File: src/rtl/rle_stream_encoder.sv
// Run-length encoder for 64-coefficient blocks with one registered output word.
// Ports: coef in (i_coefValid/o_coefReady), stream out (o_dataValid/i_dataReady), status pulses.
module rle_stream_encoder (
  input  logic        clk,
  input  logic        i_rst,
  input  logic        i_coefValid,
  output logic        o_coefReady,
  input  logic [9:0]  i_coef,
  input  logic [5:0]  i_scale,
  output logic        o_dataValid,
  input  logic        i_dataReady,
  output logic [15:0] o_dataOut,
  output logic        o_blockDone,
  output logic        o_dcClamped
);

  typedef enum logic [1:0] {
    DC   = 2'd0,
    AC   = 2'd1,
    FULL = 2'd2,
    EOB  = 2'd3
  } state_t;

  localparam logic [15:0] EobWord = 16'hFE00;
  localparam logic [15:0] DcAlias = 16'hFE01;

  state_t      state;
  state_t      nextState;
  logic [5:0]  idx;
  logic [5:0]  run;
  logic        lastWord;

  logic        canLoad;
  logic        inXfer;
  logic        idxLast;
  logic        coefZero;
  logic        load;
  logic [15:0] loadWord;
  logic        loadLast;
  logic        loadClamp;
  logic [15:0] dcWord;

  assign canLoad  = !o_dataValid || i_dataReady;
  assign idxLast  = (idx == 6'd63);
  assign coefZero = (i_coef == 10'd0);
  assign dcWord   = {i_scale, i_coef};

  // Accept only when the output register can take a word next edge.
  assign o_coefReady = !i_rst && (state != EOB) && canLoad;
  assign inXfer      = i_coefValid && o_coefReady;

  // Last-word flag travels with the registered word.
  assign o_blockDone = !i_rst && o_dataValid && i_dataReady && lastWord;

  always_ff @(posedge clk) begin
    if (i_rst) begin
      state <= DC;
    end else begin
      state <= nextState;
    end
  end

  always_comb begin
    nextState = state;
    unique case (state)
      DC: begin
        if (inXfer) begin
          nextState = (i_scale == 6'd0) ? FULL : AC;
        end
      end
      AC: begin
        if (inXfer && idxLast) begin
          nextState = coefZero ? EOB : DC;
        end
      end
      FULL: begin
        if (inXfer && idxLast) begin
          nextState = DC;
        end
      end
      EOB: begin
        if (canLoad) begin
          nextState = DC;
        end
      end
      default: nextState = DC;
    endcase
  end

  always_comb begin
    load      = 1'b0;
    loadWord  = 16'h0000;
    loadLast  = 1'b0;
    loadClamp = 1'b0;
    unique case (state)
      DC: begin
        if (inXfer) begin
          load = 1'b1;
          // A DC word equal to the end marker would end the block early.
          if (dcWord == EobWord) begin
            loadWord  = DcAlias;
            loadClamp = 1'b1;
          end else begin
            loadWord = dcWord;
          end
        end
      end
      AC: begin
        if (inXfer && !coefZero) begin
          load     = 1'b1;
          loadWord = {run, i_coef};
          loadLast = idxLast;
        end
      end
      FULL: begin
        if (inXfer) begin
          load     = 1'b1;
          loadWord = {6'd0, i_coef};
          loadLast = idxLast;
        end
      end
      EOB: begin
        if (canLoad) begin
          load     = 1'b1;
          loadWord = EobWord;
          loadLast = 1'b1;
        end
      end
      default: begin
        load = 1'b0;
      end
    endcase
  end

  always_ff @(posedge clk) begin
    if (i_rst) begin
      idx <= 6'd0;
      run <= 6'd0;
    end else if (inXfer) begin
      idx <= idx + 6'd1;
      if (state == AC && coefZero) begin
        run <= run + 6'd1;
      end else begin
        run <= 6'd0;
      end
    end
  end

  always_ff @(posedge clk) begin
    if (i_rst) begin
      o_dataValid <= 1'b0;
      o_dataOut   <= 16'h0000;
      lastWord    <= 1'b0;
      o_dcClamped <= 1'b0;
    end else begin
      o_dcClamped <= load && loadClamp;
      if (load) begin
        o_dataValid <= 1'b1;
        o_dataOut   <= loadWord;
        lastWord    <= loadLast;
      end else if (i_dataReady) begin
        o_dataValid <= 1'b0;
      end
    end
  end

endmodule

File: config.mk
export PLATFORM = sky130hd
export DESIGN_NAME = rle_stream_encoder
export DESIGN_NICKNAME = d
export VERILOG_FILES = /design/src/rtl/rle_stream_encoder.sv
export SDC_FILE = /design/constraint.sdc
export NUM_CORES = 1
export LEC_CHECK = 0
export CAP_MARGIN = 20
export CORE_MARGIN = 2
export CORE_UTILIZATION = 55
export CTS_BUF_LIST = sky130_fd_sc_hd__clkbuf_4 sky130_fd_sc_hd__clkbuf_8
export DETAILED_ROUTE_END_ITERATION = 16
export PLACE_DENSITY = 0.83
export SLEW_MARGIN = 15
export SYNTH_ARGS = -nofsm -noshare
export SYNTH_HDL_FRONTEND = slang
export SYNTH_SLANG_ARGS = --single-unit
File: constraint.sdc
create_clock -name clk -period 5.6 [get_ports clk]
set_clock_uncertainty 0.2 [all_clocks]
set_input_delay 1.12 -clock clk [delete_from_list [all_inputs] [get_ports clk]]
set_output_delay 1.12 -clock clk [all_outputs]
set_load 0.02 [all_outputs]
======== Word level (Yosys, flattened, before mapping) ========
Cells that the tools add are included.
word-level totals
  bits in registers ....................... 33
  input bits .............................. 20
  output and inout port bits .............. 20
operators by class
  add/subtract/negate cells ............... 2
  equality and inequality tests ........... 10
  multiplexer cells ....................... 26
  reduce and logical (&&, ||, !) cells .... 20
operators with widths
  kind                  count
  $mux 16               4
  $pmux 16 s4           1
  $eq 16x16->1 const B  1
  $add 6x1->6 const B   2
  $mux 2                6
  $logic_and 1x1->1     10
  $logic_not 10->1      1
  $mux 1                10
  $mux 10               1
  $ne 2x2->1 const B    5
  $pmux 2 s4            1
  $eq 6x6->1 const B    1
  $logic_not 6->1       1
  $mux 6                1
  $pmux 1 s3            2
  $eq 2x2->1 const B    2
  $reduce_and 4->1      1
  $logic_not 1->1       3
  $eq 2x1->1 const B    1
  $logic_not 2->1       1
  $reduce_bool 2->1     1
  $reduce_or 2->1       1
  $logic_or 1x1->1      1

======== Logic depth before layout (Yosys ltp) ========
Gate-level depths: netlist of run 1.
  depth after elaboration ................. 8
  gate-level depth with buffers ........... 9

======== Worst setup path after synthesis of run 1 ========
No wires, ideal clock.
  path type ............................... in2out
  start ................................... input port i_rst
  end ..................................... output port o_coefReady
  arrival ................................. 1944 ps
  required time ........................... 4280 ps
  slack ................................... 2336 ps
  stages on the path ...................... 3
  cells stage by stage .................... buf_6 clkbuf_1 nor3_1
between the ends
  cells in the longest elaborated chain, start to end .. 3
ends and longest elaborated chain
  element                         RTL line  RTL
  start: declaration              5         input logic i_rst,
  $logic_not 1->1                 49        assign o_coefReady = !i_rst && (state != EOB) && canLoad;
  $logic_and 1x1->1 (2 in a row)  49
  end: declaration                7         output logic o_coefReady,
No other way between the ends.

======== Worst setup path after layout of run 1 ========
  start ................................... input port i_rst
  end ..................................... output port o_blockDone
between the ends
  cells in the longest elaborated chain, start to end .. 4
ends and longest elaborated chain
  element                         RTL line  RTL
  $logic_not 1->1                 53        assign o_blockDone = !i_rst && o_dataValid && i_dataReady && lastWord;
  $logic_and 1x1->1 (3 in a row)  53
  end: declaration                13        output logic o_blockDone,
No other way between the ends.

==> results.toml, run 1 <==
[logic_synthesis]
synthesis.nets = 209
synth_flop_cell = "dfxtp_1"
syn_area_um2 = 1660
ys_ff_latch = 33
synthTopCellsByArea = "dfxtp_1 (40%), nor2_1 (6.3%), ha_1 (4.5%), a22o_1 (4.2%), a211oi_1 (3.6%)"
yosys_warnings = 0
yosysMostFrequentCell = "dfxtp_1"
postSynth.asyncResetShare_pct = 0
synth-edff-count = 0
ys_seq_area_share_pct = 39.9
ys_types = 43
yosysTopAreaCell = "dfxtp_1"
synthCells = 183
yosys-top-cells-count = "dfxtp_1 (33), nor2_1 (28), clkbuf_1 (10)"
netlist.area_leader.share_pct = 39.9
syn_area_per_cell_um2 = 9.05

[outcome]
failed_checks = "design-rule violations"
status = "complete, but fails checks"

[timing]
rsz0062_at_grt = "false"
fmax_mhz = 240
finalHoldViolCount = 0
finalSetupViolCount = 0
fin_crit_ps = 4170
report.final.slew_viol_count = 0
min_period_over_period_pct = 74.5
maxSlewHeadroom_pct = 28.7
worstMarginPinSlew_ps = 1060
totalNegativeSetupSlack_ps = 0

[place]
hpwl_um = 2960
gp_congestion = 0.874
port_buffers = 39

[die]
core_area_um2 = 2810
start_util_pct = 59.1
io_pins = 40
dieArea_um2 = 3470
die_w_um = 58.9
die_h_um = 58.9
row_count = 19

[clock_network]
worst_setup_hold_path_clk_slew_ps = 100
cts-resized-gates = 0
cts_tree = "yes"
clk_latency_ps = 330
cts-root-buf = "clkbuf_4"
cts.htree.levels = 2
clock-sinks = 33
cts_setup_buffers = 0
numCtsBuffers = 5
cts-hold-fix-buffers = 0
cts_buffer_depth = 2

[global_routing]
grt_util_met1_pct = 30.2
met3_usage_pct = 7.03
grt_max_degree = 21
overflow = 0
antenna_found_initial = 0
grt_pass1_vias = 1411
use_met2_pct = 38.6
grt_busiest_layer = "met2"
grt_pass1_wl_um = 6380
grt_usage_pct = 24.1

[power_and_ir_drop]
p_per_area_nw_per_um2 = 369
irDropWorstVdd_v = 0.000223
p_leak_nw = 0.752

[detailed_routing]
routedWlPerCell_um = 15.6
vias = 1512
dr.pass1.iters = 10
wirelength_um = 3890
ant_nets = 0
via_per_inst = 6.05
drc = 2
drt_first_iter_violations = 63

[setup_path]
start_kind = "input port"
cp.arrival_ps = 2850
required_ps = 4280
worstSetupEndpointType = "primary output"
worstSetupPathType = "input port to primary output"
path_max_fanout = 18

[cells_and_area]
fillers = 221
area_delta_synth_final_pct = 28.1
drive_gt1_share_pct = 9.59
diodes = 0
utilization_pct = 75.6
layout.nets = 244

[worst_hold_path]
hold_path.class = "register to register"

[flow_run]
cap_violations = 0
-- critical path: stages --
cell,delay (ps)
clkdlybuf4s50_1,650
buf_4,320
and4b_1,220
clkdlybuf4s50_1,530
-- per-stage QoR --
stage               power, mW  worst slack [ps]  std cells  hold slack [ps]  area, µm²
detailed placement      0.596              1430        242              266       2030
global route            0.821              1360        250              303       2120
floorplan               0.494              2340        183              262       1660
global placement        0.587              1490        242              248       2030
finish                  0.784              1430        250              283       2120
CTS                     0.784              1430        250              280       2120
-- report_power, final --
part	leakage (nW)	switching (mW)	internal (mW)
sequential	0.269	0.0210	0.272
clock	0.0489	0.0798	0.111
combinational	0.434	0.171	0.129
total	0.752	0.271	0.512
-- cell families after synthesis --
family | share of synthesized area, %
AOI/OAI and AO/OA | 19.1
xor gates and xnor gates | 5.29
adders and majority gates | 4.53
buffers and inverters | 4.53
DFF | 39.9
muxes | 1.36
and+or+nand+nor | 25.3
-- cells in the final DEF (no fill, tap or decap), types with 2 or more instances in the layout --
cell              n
o21ai_0           3
a22o_1            8
nand2b_1          2
mux2_2            2
a21oi_1           6
or4_4             2
nor4_1            4
a211oi_1          8
dfxtp_1          33
or3_1             2
a31oi_1           7
clkdlybuf4s50_1  39
ha_1              6
inv_1             4
nand2_1           5
xnor2_1           5
nand4_1           4
nor3_1            6
nand3_1           5
nor2_1           28
clkbuf_4          6
xor2_1            5
nor4b_1           6
-- layout make-up --
class / instances / area (µm²) / share of cell area, %
multi-input cells: 134 / 921 / 43.4
flip-flops and latches: 33 / 661 / 31.1
repair buffers: 40 / 398 / 18.7
clock buffers: 7 / 58.8 / 2.77
well taps: 31 / 38.8 / 1.83
clock inverters: 1 / 30.0 / 1.42
inverters: 4 / 15.0 / 0.708
-- metal layers --
layer / vias up / routed length (µm) / part of all wire (%)
li1: 743 / - / -
met1: 716 / 1780 / 46
met2: 42 / 1850 / 47
met3: 11 / 187 / 4.8
met4: 0 / 71 / 1.8
met5: - / 0 / 0
-- registers in the layout, summed over array words and instances, names as in the netlist --
| name | flops |
|---|---|
| idx | 6 |
| lastWord | 1 |
| o_dataOut | 16 |
| o_dataValid | 1 |
| o_dcClamped | 1 |
| run | 6 |
| state | 2 |
-- final timing paths --
kind,from,end,slack [ps],cells after the start
worst min register to register,o_dataOut[0],o_dataOut[0],280,2
worst max register to register,state[0],state[0],2900,6
worst max-delay path,i_rst,o_blockDone,1430,4
worst min-delay path,o_dataOut[0],o_dataOut[0],280,2
Power figures use the tool's default switching activity.
==> inputs of run 2 (changes only) <==
Settings changed: CORE_UTILIZATION 55 to 51, PLACE_DENSITY 0.83 to 0.78.
Clock period 5.6 ns to 3.9 ns, I/O delays scaled along.
==> run 2 against run 1 <==
Against the previous run: count of clock-buffer cells in the layout stayed put; non-clock buffer count up 5; sequential power is 44% higher; cell count up 6.8%; the run now ends clean; critical path type unchanged; global-route usage rose by 0.50 points; register-to-register slack worse by 1600 ps; worst setup slack worse by 860 ps; first-iteration DRC count unchanged; critical endpoint unchanged; critical path depth fell by 1.
==> results.toml, run 2 (synthesis gave the netlist of run 1 again) <==
[die]
core_area_um2 = 3080
io_pins = 40
start_util_pct = 53.8
die_h_um = 61.0
dieArea_um2 = 3720
die_w_um = 61.0
row_count = 20

[setup_path]
rr_endpoint = "state[0]"
cp.arrival_ps = 2350
worstSetupPathType = "input port to primary output"
worstSetupEndpointType = "primary output"
ff2ff_path_depth = 7
required_ps = 2920
ff2ff_setup_slack_ps = 1270
path_max_fanout = 11
r2r-start = "state[0]"
start_kind = "input port"

[cells_and_area]
fillers = 274
stdcell_count = 267
diodes = 0
final_cell_mix = "clkdlybuf4s50_1 (39), dfxtp_1 (33), nor2_1 (28), a211oi_1 (8), a22o_1 (8)"
largest_reg_flops = 16
area_delta_synth_final_pct = 29.5
layout_commonest_cell = "clkdlybuf4s50_1"
layout.nets = 249
regMostFlops = "o_dataOut"
drive_gt1_share_pct = 11.2
reg_top3 = "o_dataOut (16), idx (6), run (6)"

[clock_network]
cts-hold-fix-buffers = 0
numCtsBuffers = 5
cts.htree.levels = 2
cts-root-buf = "clkbuf_4"
cts_buffer_depth = 2
clk_latency_ps = 340
cts_tree = "yes"
worst_setup_hold_path_clk_slew_ps = 80
cts-resized-gates = 0
cts_setup_buffers = 0
clock-sinks = 33

[timing]
finalSetupViolCount = 0
finalHoldViolCount = 0
report.final.slew_viol_count = 0
maxSlewHeadroom_pct = 59.6
min_period_over_period_pct = 85.3
whs_ps = 274
worstMarginPinSlew_ps = 601
fin_crit_ps = 3330
totalNegativeSetupSlack_ps = 0
fmax_mhz = 301
rsz0062_at_grt = "false"

[power_and_ir_drop]
internal-power_mw = 0.680
swShare_pct = 36.6
irDropWorstVdd_v = 0.000366
seq_power_share_pct = 39.4
p_switching_mw = 0.392
p_leak_nw = 0.762
p_clk_share_pct = 18.5
share_comb_of_total_power_pct = 42.1
p_per_area_nw_per_um2 = 500

[global_routing]
overflow = 0
grt_usage_pct = 24.6
antenna_found_initial = 0
grt_max_degree = 21
grt_pass1_vias = 1427
grt_pass1_wl_um = 6700

[detailed_routing]
ant_nets = 0
vias = 1522
routedWlPerCell_um = 15.5
dr.pass1.iters = 4
drt_first_iter_violations = 63
wirelength_um = 4150
via_per_inst = 5.70
drc = 0

[worst_hold_path]
hold_path.class = "register to register"
worstHoldStart = "o_dataOut[0]"
min_path_cells = 2
hold_path_end = "o_dataOut[0]"

[outcome]
status = "complete, no violations"

[place]
hpwl_um = 3240
port_buffers = 39
gp_congestion = 0.806
place_inst = 260

[flow_run]
cap_violations = 0
==> run 2: cell type report <==
class / count / area (µm²) / share of cell area, %
Clock buffer: 7 / 58.8 / 2.74
Inverter: 4 / 15.0 / 0.700
Multi-Input combinational cell: 134 / 921 / 42.9
Sequential cell: 33 / 661 / 30.8
Tap cell: 44 / 55.1 / 2.57
Timing Repair Buffer: 45 / 435 / 20.3
==> run 2: worst max-delay path by stage <==
stage / startpoint / endpoint / depth (start not counted)
2_1_floorplan: i_coef[4] / o_dataOut[1] / 5
4_1_cts: i_rst / o_blockDone / 3
6_report: i_rst / o_blockDone / 3
5_1_grt: i_rst / o_blockDone / 3
3_5_place_dp: i_coef[2] / o_dataOut[1] / 6
3_3_place_gp: i_coef[2] / o_dataOut[7] / 6
==> run 2: power groups by stage <==
stage / clock network, mW / registers, mW / logic, mW
floorplan: 0 / 0.476 / 0.233
global placement: 0 / 0.426 / 0.437
global route: 0.214 / 0.429 / 0.492
CTS: 0.203 / 0.422 / 0.451
finish: 0.198 / 0.422 / 0.452
detailed placement: 0 / 0.430 / 0.449
==> run 2: stage by stage <==
stage                     total power, mW  util [%]  area (µm²)  setup WS (ps)
after global routing                 1.14      69.7        2150            521
after floorplan                     0.709         -        1660           1150
after global placement              0.863      67.8        2090            605
after detailed placement            0.879      67.8        2090            564
final                                1.07      69.7        2150            573
after CTS                            1.08      69.7        2150            588
==> run 2: critical path: stages <==
cell	delay [ps]
clkdlybuf4s50_1	590
and4b_1	370
clkdlybuf4s50_1	610
==> run 2: layer usage <==
| metal | wire length [µm] | GRT usage (%) |
|---|---|---|
| met4 | 65 | 8.07 |
| met2 | 1960 | 39.5 |
| met5 | 0 | 0 |
| met3 | 217 | 5.76 |
| met1 | 1910 | 32.8 |
